[src/rtl/apb_multi_counter.sv]
// ---------------------------------------------------------------------------
// apb_multi_counter
//   N_CH independent up/down counters (D_WIDTH bits each) behind an APB3
//   slave port. Each channel counts when CTRL.RUN and its hardware enable
//   are both high, and pulses a one-cycle wrap strobe on a terminal event.
//
//   Optional feature macro: CNT_IRQ_EN
//     defined   -> irq output, IRQ_STATUS (0x100, W1C) and IRQ_MASK (0x104)
//     undefined -> no irq port; 0x100/0x104 are unmapped (pslverr)
//
// Ports
//   clk, rst         clock, asynchronous active-high reset
//   psel/penable/pwrite/paddr/pwdata   APB3 request
//   prdata           read data, registered in the setup phase
//   pready           tied 1 (zero wait states)
//   pslverr          error for unmapped addresses, asserted in access phase
//   en[N_CH]         per-channel hardware count enable
//   count            channel c on [c*D_WIDTH +: D_WIDTH]
//   wrap[N_CH]       one-cycle terminal-count strobe per channel
//   irq              (CNT_IRQ_EN only) |(IRQ_STATUS & IRQ_MASK), registered
//
// Register map, channel c at c*0x10:
//   +0x0 CTRL  bit0 RUN, bit1 DOWN, bit2 SAT
//   +0x4 COUNT
//   +0x8 LIMIT (reset all-ones)
//   +0xC reads 0
// ---------------------------------------------------------------------------

// One counter channel: CTRL/COUNT/LIMIT registers plus step logic.
module apb_multi_counter_ch #(
  parameter int D_WIDTH = 8
) (
  input  logic               clk,
  input  logic               rst,
  input  logic               wr_ctrl_i,
  input  logic               wr_count_i,
  input  logic               wr_limit_i,
  input  logic [2:0]         ctrl_wdata_i,
  input  logic [D_WIDTH-1:0] wdata_i,
  input  logic               en_i,
  output logic [2:0]         ctrl_o,
  output logic [D_WIDTH-1:0] count_o,
  output logic [D_WIDTH-1:0] limit_o,
  output logic               wrap_o
);
  localparam logic [D_WIDTH-1:0] ONE = D_WIDTH'(1);

  logic [2:0]         ctrl_q;
  logic [D_WIDTH-1:0] cnt_q, cnt_d, lim_q, cnt_inc, cnt_dec;
  logic               wrap_q, wrap_d;
  logic               run, down, sat;

  assign run     = ctrl_q[0];
  assign down    = ctrl_q[1];
  assign sat     = ctrl_q[2];
  assign cnt_inc = cnt_q + ONE;
  assign cnt_dec = cnt_q - ONE;

  always_comb begin
    cnt_d  = cnt_q;
    wrap_d = 1'b0;
    if (wr_count_i) begin
      // A bus write to COUNT overrides any step in the same cycle.
      cnt_d = wdata_i;
    end else if (run && en_i) begin
      if (!down) begin
        // ">=" so a LIMIT written below the current count wraps next step.
        if (cnt_q >= lim_q) begin
          if (!sat) begin
            cnt_d  = '0;
            wrap_d = 1'b1;
          end
        end else begin
          cnt_d  = cnt_inc;
          // Saturating mode strobes only on the step that reaches LIMIT.
          wrap_d = sat && (cnt_inc == lim_q);
        end
      end else begin
        if (cnt_q == '0) begin
          if (!sat) begin
            cnt_d  = lim_q;
            wrap_d = 1'b1;
          end
        end else begin
          cnt_d  = cnt_dec;
          wrap_d = sat && (cnt_q == ONE);
        end
      end
    end
  end

  always_ff @(posedge clk or posedge rst) begin
    if (rst) begin
      ctrl_q <= '0;
      cnt_q  <= '0;
      lim_q  <= '1;
      wrap_q <= 1'b0;
    end else begin
      cnt_q  <= cnt_d;
      wrap_q <= wrap_d;
      if (wr_ctrl_i)  ctrl_q <= ctrl_wdata_i;
      if (wr_limit_i) lim_q  <= wdata_i;
    end
  end

  assign ctrl_o  = ctrl_q;
  assign count_o = cnt_q;
  assign limit_o = lim_q;
  assign wrap_o  = wrap_q;
endmodule

module apb_multi_counter #(
  parameter int N_CH    = 4,
  parameter int D_WIDTH = 8,
  parameter int ADDR_W  = 12
) (
  input  logic                    clk,
  input  logic                    rst,
  input  logic                    psel,
  input  logic                    penable,
  input  logic                    pwrite,
  input  logic [ADDR_W-1:0]       paddr,
  input  logic [31:0]             pwdata,
  output logic [31:0]             prdata,
  output logic                    pready,
  output logic                    pslverr,
  input  logic [N_CH-1:0]         en,
  output logic [N_CH*D_WIDTH-1:0] count,
  output logic [N_CH-1:0]         wrap
`ifdef CNT_IRQ_EN
  ,
  output logic                    irq
`endif
);
  // ---------------- address decode ----------------
  logic        hi_blk, ch_hit, irq_hit, addr_err;
  logic [3:0]  slot;
  logic [1:0]  reg_sel;
  logic        setup, wr_en;

  assign hi_blk  = |paddr[ADDR_W-1:8];
  assign slot    = paddr[7:4];
  assign reg_sel = paddr[3:2];
  assign ch_hit  = !hi_blk && ({28'd0, slot} < 32'(N_CH));

`ifdef CNT_IRQ_EN
  logic irq_blk, irq_stat_hit, irq_mask_hit;
  assign irq_blk      = (paddr[ADDR_W-1:8] == (ADDR_W-8)'(1));
  assign irq_stat_hit = irq_blk && (paddr[7:2] == 6'h00);
  assign irq_mask_hit = irq_blk && (paddr[7:2] == 6'h01);
  assign irq_hit      = irq_stat_hit || irq_mask_hit;
`else
  assign irq_hit      = 1'b0;
`endif

  assign addr_err = !(ch_hit || irq_hit);
  assign setup    = psel && !penable;
  // Erroring writes are dropped here, so no register ever sees them.
  assign wr_en    = psel && penable && pwrite && !addr_err;

  // ---------------- channels ----------------
  logic [N_CH-1:0][2:0]         ctrl_a;
  logic [N_CH-1:0][D_WIDTH-1:0] cnt_a, lim_a;

  for (genvar c = 0; c < N_CH; c++) begin : g_ch
    logic sel;
    assign sel = wr_en && ch_hit && (slot == 4'(c));

    apb_multi_counter_ch #(.D_WIDTH(D_WIDTH)) u_ch (
      .clk          (clk),
      .rst          (rst),
      .wr_ctrl_i    (sel && (reg_sel == 2'd0)),
      .wr_count_i   (sel && (reg_sel == 2'd1)),
      .wr_limit_i   (sel && (reg_sel == 2'd2)),
      .ctrl_wdata_i (pwdata[2:0]),
      .wdata_i      (pwdata[D_WIDTH-1:0]),
      .en_i         (en[c]),
      .ctrl_o       (ctrl_a[c]),
      .count_o      (cnt_a[c]),
      .limit_o      (lim_a[c]),
      .wrap_o       (wrap[c])
    );
  end

  assign count = cnt_a;

`ifdef CNT_IRQ_EN
  // ---------------- interrupt block ----------------
  logic [N_CH-1:0] irq_stat_q, irq_mask_q, w1c;
  logic            irq_q;

  assign w1c = (wr_en && irq_stat_hit) ? pwdata[N_CH-1:0] : '0;

  always_ff @(posedge clk or posedge rst) begin
    if (rst) begin
      irq_stat_q <= '0;
      irq_mask_q <= '0;
      irq_q      <= 1'b0;
    end else begin
      // OR-ing wrap after the clear makes a same-cycle set win.
      irq_stat_q <= (irq_stat_q & ~w1c) | wrap;
      if (wr_en && irq_mask_hit) irq_mask_q <= pwdata[N_CH-1:0];
      irq_q      <= |(irq_stat_q & irq_mask_q);
    end
  end

  assign irq = irq_q;
`endif

  // ---------------- read mux ----------------
  logic [31:0] rdata;

  always_comb begin
    rdata = '0;
    for (int c = 0; c < N_CH; c++) begin
      if (ch_hit && (slot == 4'(c))) begin
        case (reg_sel)
          2'd0:    rdata = 32'(ctrl_a[c]);
          2'd1:    rdata = 32'(cnt_a[c]);
          2'd2:    rdata = 32'(lim_a[c]);
          default: rdata = '0;
        endcase
      end
    end
`ifdef CNT_IRQ_EN
    if (irq_stat_hit) rdata = 32'(irq_stat_q);
    if (irq_mask_hit) rdata = 32'(irq_mask_q);
`endif
  end

  // ---------------- APB response ----------------
  // Data and error are captured in setup; err_q lives exactly one cycle,
  // which is the access phase of a well-formed transfer.
  logic [31:0] prdata_q;
  logic        err_q;

  always_ff @(posedge clk or posedge rst) begin
    if (rst) begin
      prdata_q <= '0;
      err_q    <= 1'b0;
    end else begin
      err_q <= setup && addr_err;
      if (setup) prdata_q <= addr_err ? 32'd0 : rdata;
    end
  end

  assign prdata  = prdata_q;
  assign pslverr = err_q;
  assign pready  = 1'b1;

  logic unused_bits;
  assign unused_bits = ^{paddr[1:0], pwdata};
endmodule

[config.mk]
export PLATFORM = sky130hd
export DESIGN_NAME = apb_multi_counter
export DESIGN_NICKNAME = d
export VERILOG_FILES = /design/src/rtl/apb_multi_counter.sv
export SDC_FILE = /design/constraint.sdc
export NUM_CORES = 1
export LEC_CHECK = 0
export BUFFER_PORTS_ARGS = -buffer_cell sky130_fd_sc_hd__clkbuf_2
export CORE_ASPECT_RATIO = 1.1
export CORE_UTILIZATION = 45
export CTS_CLUSTER_DIAMETER = 150
export CTS_CLUSTER_SIZE = 30
export DETAILED_ROUTE_END_ITERATION = 10
export PLACE_DENSITY_LB_ADDON = 0.08
export SETUP_SLACK_MARGIN = 0.05
export SLEW_MARGIN = 25
export SYNTH_ARGS = -nofsm -noshare
export SYNTH_HDL_FRONTEND = slang
export SYNTH_SLANG_ARGS = --single-unit
[constraint.sdc]
create_clock -name clk -period 6.7 [get_ports clk]
set_input_delay 1.34 -clock clk [delete_from_list [all_inputs] [get_ports clk]]
set_output_delay 1.34 -clock clk [all_outputs]
set_load 0.02 [all_outputs]
# After elaboration in Yosys (flattened, before gate mapping)
# Index checks and enable logic that the tools add are counted.
# totals
reg_bits,113
input_bits,53
out_inout_bits,70
# op_classes
n_addsub,8
n_lt_le_gt_ge,5
eq_ne,21
mux,61
reduce_logical,57
# op_table
cell,count
8-bit 2-to-1 mux,28
32-bit 2-to-1 mux,5
8-bit one-hot mux with 3 select lines,4
1-bit logical AND,39
8-bit by 1-bit adder with 8-bit output (second input constant),4
8-bit by 1-bit == test with 1-bit output (second input constant),4
8-bit == test,4
8-bit greater-or-equal comparator,4
8-bit zero test,4
4-bit by 3-bit inequality test with 1-bit output (second input constant),8
8-bit by 1-bit subtractor with 8-bit output (second input constant),4
1-bit 2-to-1 mux,24
3-bit AND reduction,4
4-bit by 2-bit == test with 1-bit output (second input constant),2
2-bit nonzero test,4
4-bit by 1-bit == test with 1-bit output (second input constant),1
4-bit zero test,1
4-bit by 3-bit less-than comparator with 1-bit output (second input constant),1
4-bit OR reduction,1
1-bit zero test,3
2-bit by 1-bit == test with 1-bit output (second input constant),1
2-bit == test (second input constant),1
2-bit zero test,1

# Depth between registers and ports, before layout
# Gate-level depths: netlist (run 1).
# logic_depth
depth_word,9
ltp_mapped,11
ltp_nobuf,8

# By module
# A second synthesis (run 1) with hierarchy kept.
# unflattened
hier_cells,917
area_unflattened_um2,7921.3
# modules_own_cells
mod,instances,cells_per_inst,area_each_um2,seq_area_each_um2
apb_multi_counter_ch (g_ch[0].u_ch ...),3,190,1650.3,510.5
apb_multi_counter_ch (g_ch[3].u_ch),1,184,1650.3,510.5
apb_multi_counter,1,163,1320.0,225.2

# Worst setup path before layout (run 1)
# Ideal clock, no wire load.
# synth_timing
path_kind,in2reg
from,input paddr[2]
to,register g_ch[3].u_ch.cnt_q[0]
setup_ps,125
t_arrival_ps,3170
required_time_ps,6575
path_slack_ps,3406
path_stages,8
path_cell_list,clkbuf_1 -> nor2b_1 -> clkbuf_1 -> nand2_1 -> or3_1 -> clkbuf_1 -> nand2_1 -> mux2_2
# synth_via
elab_chain_cells,4
elab_cells_between_ends,7
classes_between,eq/ne (3); mux (1); reduce/logical (3)
# synth_lines
element,line_no,rtl
start: declaration,122,"input logic [ADDR_W-1:0] paddr,"
2-bit by 1-bit == test with 1-bit output *,173,".wr_count_i (sel && (reg_sel == 2'd1)),"
1-bit logical AND *,173,
4-bit by 3-bit inequality test with 1-bit output (no source line) / 2-bit nonzero test (equally long branches),n/a,
3-bit AND reduction (no source line),n/a,
end signal: assignment,99,cnt_q <= cnt_d;
end: declaration,49,"logic [D_WIDTH-1:0] cnt_q, cnt_d, lim_q, cnt_inc, cnt_dec;"
# Mark *: on every way between the ends. The rest lies on a longest branch, timed or not.
# A chain may end at the register's enable or synchronous reset.

# Worst setup path in the final report (run 1)
# layout_timing
from,input paddr[2]
to,register g_ch[2].u_ch.cnt_q[4]
# layout_via
elab_chain_cells,4
elab_cells_between_ends,7
classes_between,eq/ne (3); mux (1); reduce/logical (3)
# layout_lines
element,line_no
2-bit by 1-bit == test with 1-bit output *,173
1-bit logical AND *,173
4-bit by 3-bit inequality test with 1-bit output (no source line) / 2-bit nonzero test (equally long branches),n/a
3-bit AND reduction (no source line),n/a
end signal: assignment,99
end: declaration,49
# Marks and branches as above.

==> results_dict.tcl, run 1 <==
set metrics [dict create \
    cellLeakagePower_nw 3.690 \
    ys_seq_elements 89 \
    rsz0062_at_grt "false" \
    met2_length_mm 11.05 \
    synth_edf_count 0 \
    grt_max_degree 62 \
    vias 7261 \
    syn_area_sq_um 8024 \
    synth.distinct_cells 74 \
    synth-main-ff-cell "dfrtp_1" \
    drcViolationCount 0 \
    crit_path_cell_trace "clkbuf_2, nor2b_4, nand3b_1, nand2_1, a21oi_1, a221o_1" \
    antenna-diode-count 0 \
    yosysWarnings 0 \
    finalNonFillerCells 1211 \
    die_h_um 142.1 \
    synth_cells 950 \
    cts_setup_buffers 0 \
    syn_avg_cell_area_sq_um 8.446 \
    wl_per_cell_um 20.34 \
    dp_hpwl_mm 17.36 \
    fp-row-count 50 \
    drt_iter0_drc 571 \
    slowest_stage "nor2b_4" \
    async_reset_ff_share_pct 100.0 \
    nets 1073 \
    drive_above_1_share_pct 19.24 \
    crit_family "simple AND/OR/NAND/NOR gates" \
    drt-total-wl_mm 24.64 \
    grt_usage_pct 27.70 \
    core-area_sq_um 17200 \
    max_freq_mhz 265.3 \
    clockBufferDepth 2 \
    slew_headroom_pct 46.15 \
    place.gp.congestion 0.8945 \
    start_util_pct 46.64 \
    dr.max_layer_used "met4" \
    final_common_cell "nand2_1" \
    worst-setup-path-type "input pin to register" \
    start_kind "input pin" \
    dieArea_sq_um 18370 \
    cts.sinks 89 \
    cts.root.buffer_cell "clkbuf_16" \
    holdWs_ns 0.4814 \
    crit_required_ns 6.94 \
    critical_path_buf_inv_count 1 \
    grt_pass1_wl_mm 38.61 \
    power.density_nw_per_um2 145.1 \
    syn_to_final_growth_pct 8.031 \
    hold_path.class "register to register" \
    htree_levels 3 \
    pin_count 123 \
    p_total_mw 1.258 \
    p_sw_share_pct 27.33 \
    cp-end-kind "register" \
    cts_hold_buf 0 \
    antenna_found_initial 0 \
    p_int_mw 0.9139 \
    period_share_pct 56.27 \
    fin_worst_skew_ns 0.009160 \
    clockPowerShare_pct 44.6 \
    cpPeakStageDelay_ns 0.66 \
    ir_drop_v 0.0001364 \
    finalSetupViolCount 0 \
    timing_hold_violations_final 0 \
    drv_cap 0 \
    clock_latency_ns 0.36 \
    nFillCells 1697 \
    grt_overflow 0 \
    p_seq_share_pct 44.0 \
    io_buffers 71 \
    ant_nets 0 \
    met3WireLength_mm 1.143 \
    outcome "finished clean" \
    vias_per_cell 5.996 \
    cp_max_fo 26 \
    mostFrequentLayoutCells "nand2_1 (87), clkbuf_2 (71), o21ai_0 (64)" \
    combPwrFrac_pct 11.4 \
    cts_tree "built" \
    cts_resized 0 \
    yosysSeqAreaShare_pct 28.26 \
    final.setup.tns_ns 0 \
    grt_pass1_vias 6664 \
    switchingPower_mw 0.3437 \
    slew_violations 0 \
    wl_met1_mm 11.84 \
    timing.critical_path.arrival_ns 4.01 \
    numCtsBuffers 9 \
    dieWidth_um 129.3 \
    worst_pin_slew_ns 0.8078 \
    clk_pin_slew_ns 0.07 \
    dr.pass1.iters 5 \
    dp.cells 1195 \
    min_period_ns 3.770 \
]
[path summary, 6_finish.rpt]
path / start / to / slack (ns) / depth (start not counted)
min in group asynchronous: rst / pslverr / 0.97 / 2
hold / removal: prdata[4] / prdata[4] / 0.48 / 2
setup reg to reg: g_ch[2].u_ch.count_o[0] / g_ch[2].u_ch.count_o[0] / 3.43 / 8
setup / recovery: paddr[2] / g_ch[2].u_ch.count_o[4] / 2.93 / 6
max in group asynchronous: rst / g_ch[1].u_ch.count_o[2] / 4.56 / 3
hold reg to reg: prdata[4] / prdata[4] / 0.48 / 2
[worst register-to-register path, delay by kind of cell, from the launching register on]
kind | cells | cell delay [ns]
buffers and inverters | 1 | 0.22
DFF | 1 | 0.57
AOI/OAI and AO/OA | 5 | 1.82
and+or+nand+nor | 1 | 0.14
adders and majority gates | 1 | 0.35
[synth_stat cells, drive strengths merged (15+ instances only)]
master | number | area share [%]
dfstp | 32 | 10
inv | 54 | 2.5
mux2i | 26 | 3.2
ha | 48 | 7.5
a221oi | 16 | 1.7
nor3 | 17 | 1.1
xor2 | 17 | 1.9
nand3 | 38 | 2.4
mux2 | 36 | 5.1
o21ai | 64 | 4.0
xnor2 | 47 | 5.1
dfrtp | 57 | 18
nand2 | 87 | 4.1
nor2 | 43 | 2.0
a22oi | 20 | 1.9
buf | 38 | 3.4
clkbuf | 53 | 2.5
o211ai | 15 | 1.4
a21oi | 49 | 3.1
[power by group through the flow]
stage | clock [mW] | combinational, mW | sequential (mW)
after floorplan | 0 | 0.107 | 0.560
after global placement | 0 | 0.142 | 0.562
after detailed placement | 0 | 0.142 | 0.562
after CTS | 0.572 | 0.142 | 0.553
after global routing | 0.587 | 0.157 | 0.553
final | 0.561 | 0.144 | 0.553
[per-layer routing]
| layer | GRT usage (%) | up-vias |
|---|---|---|
| li1 | - | 3462 |
| met1 | 39.98 | 3515 |
| met2 | 42.64 | 247 |
| met3 | 2.632 | 37 |
| met4 | 10.15 | 0 |
| met5 | 0 | - |
[through the flow]
stage,utilization (%),cell area [sq um],setup WS (ns)
2_1_floorplan,-,8110,3.106
3_3_place_gp,48.53,8349,2.143
3_5_place_dp,48.53,8349,2.135
4_1_cts,50.36,8663,2.540
5_1_grt,50.39,8668,2.697
6_report,50.39,8668,2.930
[state kept, by name, indices dropped and copies added, names as in the netlist]
| signal | cells |
|---|---|
| prdata | 8 |
| g_ch.u_ch.wrap_o | 4 |
| g_ch.u_ch.ctrl_o | 12 |
| g_ch.u_ch.limit_o | 32 |
| pslverr | 1 |
| g_ch.u_ch.count_o | 32 |
[cell type report]
type | instances | area (sq um) | share of cell area, %
Inverter | 54 | 205.2 | 2.367
Sequential cell | 89 | 2267 | 26.15
Clock inverter | 5 | 81.33 | 0.9382
Tap cell | 234 | 292.8 | 3.378
Timing Repair Buffer | 79 | 415.4 | 4.792
Multi-Input combinational cell | 739 | 5174 | 59.69
Clock buffer | 11 | 232.7 | 2.685
[cell families after synthesis]
family,Yosys count,share of synthesized area [%]
and+or+nand+nor,282,17.90
AOI/OAI and AO/OA,256,21.91
buffers and inverters,145,8.467
DFF,89,28.26
xor gates and xnor gates,66,7.547
muxes,62,8.342
adders and majority gates,48,7.485
other,2,0.09359
Power figures use the tool's default switching activity.
==> inputs of run 2 (changes only) <==
==> constraint.sdc (replaced) <==
create_clock -name clk -period 3.3 [get_ports clk]
set_input_delay 0.66 -clock clk [delete_from_list [all_inputs] [get_ports clk]]
set_output_delay 0.66 -clock clk [all_outputs]
set_load 0.02 [all_outputs]
==> run 2 against run 1 <==
Combinational power increased by 120%. Sequential power increased by 100%. Sequential share of layout area fell by 0.68 points. Critical path depth up 2. Non-clock buffer count increased by 34. Die area unchanged. Sequential cell count stayed put. First-iteration DRC count is 15% higher. Wire length is 1.3% higher. Highest routed layer unchanged. Critical path type is now register to register. Critical endpoint is now g_ch[2].u_ch.count_o[0]. Utilization increased by 1.3 points. Largest power group is now sequential cells. Clock-buffer cell count shrank 1. Clock skew hardly changed.
==> results_dict.tcl, run 2 (synthesis gave the netlist of run 1 again) <==
set metrics [dict create \
    cp_max_fo 7 \
    dieArea_sq_um 18370 \
    cp-end-kind "register" \
    drt-total-wl_mm 24.97 \
    switchingPower_mw 0.7176 \
    die_h_um 142.1 \
    min_period_ns 2.709 \
    fp-row-count 50 \
    worst_pin_slew_ns 0.6881 \
    clk_pin_slew_ns 0.07 \
    hold_path.class "input pin to async pin" \
    finalNonFillerCells 1245 \
    crit_required_ns 3.55 \
    place.gp.congestion 0.8891 \
    numCtsBuffers 9 \
    slew_headroom_pct 54.00 \
    cts_setup_buffers 0 \
    max_freq_mhz 369.1 \
    vias 7364 \
    clock_latency_ns 0.36 \
    clockBufferDepth 2 \
    drive_above_1_share_pct 22.16 \
    vias_per_cell 5.915 \
    dr.pass1.iters 7 \
    dieWidth_um 129.3 \
    ant_nets 0 \
    combPwrFrac_pct 12.9 \
    rsz0062_at_grt "false" \
    fin_worst_skew_ns 0.009071 \
    mostFrequentLayoutCells "nand2_1 (87), clkbuf_2 (71), o21ai_0 (64)" \
    design_area_sq_um 8899 \
    dp_hpwl_mm 18.19 \
    cts.sinks 89 \
    cts_hold_buf 0 \
    antenna_found_initial 0 \
    drcViolationCount 0 \
    p_int_mw 1.737 \
    finalSetupViolCount 0 \
    timing.critical_path.arrival_ns 2.96 \
    wl_per_cell_um 20.05 \
    worst-setup-path-type "register to register" \
    cellLeakagePower_nw 3.848 \
    dp.cells 1229 \
    ir_drop_v 0.0002652 \
    cts_tree "built" \
    start_kind "register" \
    p_seq_share_pct 45.4 \
    clockPowerShare_pct 41.7 \
    syn_to_final_growth_pct 10.90 \
    slew_violations 0 \
    drt_iter0_drc 657 \
    start_util_pct 46.64 \
    final_common_cell "nand2_1" \
    period_share_pct 82.10 \
    grt_pass1_vias 6887 \
    drv_cap 0 \
    finalCoreUtilization_pct 51.72 \
    final.setup.tns_ns 0 \
    grt_overflow 0 \
    nets 1107 \
    antenna-diode-count 0 \
    grt_usage_pct 28.52 \
    cts.root.buffer_cell "clkbuf_16" \
    p_total_mw 2.455 \
    grt_max_degree 46 \
    cts_resized 0 \
    io_buffers 71 \
    outcome "finished clean" \
    htree_levels 3 \
    core-area_sq_um 17200 \
    grt_pass1_wl_mm 39.66 \
    pin_count 123 \
    dpl-instance-area_sq_um 8617 \
    power.density_nw_per_um2 275.9 \
    p_sw_share_pct 29.23 \
    timing_hold_violations_final 0 \
]
-- run 2: cell count changes in the layout (fill, tap and decap cells not counted), sizes merged --
cell      change
clkinv        +1
inv           +1
buf          +34
bufinv        -2
clkinvlp      +1
clkbuf        -1
-- run 2: layer usage --
layer / routed length, um / up-vias / track usage, %
met1: 11660 / 3540 / 40.83
met5: 0 / - / 0
met4: 529 / 0 / 9.783
met3: 1447 / 39 / 3.383
li1: - / 3520 / -
met2: 11330 / 265 / 44.11
-- run 2: worst max-delay path, stage by stage, from the launching register on --
cell and delay (ns):
dfrtp_1 0.37, inv_1 0.19, ha_1 0.29, nand2b_1 0.15, a2111o_1 0.42, a31oi_1 0.33, nor2b_1 0.39, a22oi_1 0.15
a221oi_1 0.31
-- run 2: worst paths after layout --
path	cells after the start	end	slack [ns]	start
setup / recovery	8	g_ch[2].u_ch.count_o[0]	0.59	g_ch[2].u_ch.count_o[0]
hold / removal	2	g_ch[0].u_ch.count_o[3]	0.38	rst
setup reg to reg	8	g_ch[2].u_ch.count_o[0]	0.59	g_ch[2].u_ch.count_o[0]
hold reg to reg	2	prdata[3]	0.48	prdata[3]
max in group asynchronous	3	g_ch[1].u_ch.limit_o[7]	2.23	rst
min in group clk	2	prdata[3]	0.48	prdata[3]
-- run 2: metrics by stage --
step | setup WS (ns) | hold slack [ns]
2_1_floorplan | 0.2737 | 0.4754
3_5_place_dp | 0.3539 | 0.4721
4_1_cts | 0.5934 | 0.3930
5_1_grt | 0.3613 | 0.4291
6_report | 0.5908 | 0.3821
3_3_place_gp | 0.3666 | 0.4638
-- run 2: power groups by stage --
stage,sequential [mW],combinational (mW),clock (mW)
CTS,1.11,0.315,1.05
global route,1.11,0.346,1.08
floorplan,1.14,0.218,0
finish,1.11,0.317,1.02
detailed placement,1.13,0.315,0
global placement,1.13,0.314,0
-- run 2: area by class of cell --
class	count	area, sq um
Clock inverter	6	42.54
Clock buffer	10	239.0
Tap cell	234	292.8
Sequential cell	89	2267
Multi-Input combinational cell	739	5169
Timing Repair Buffer	113	683.2
Inverter	54	205.2
Fill cell	1692	8305
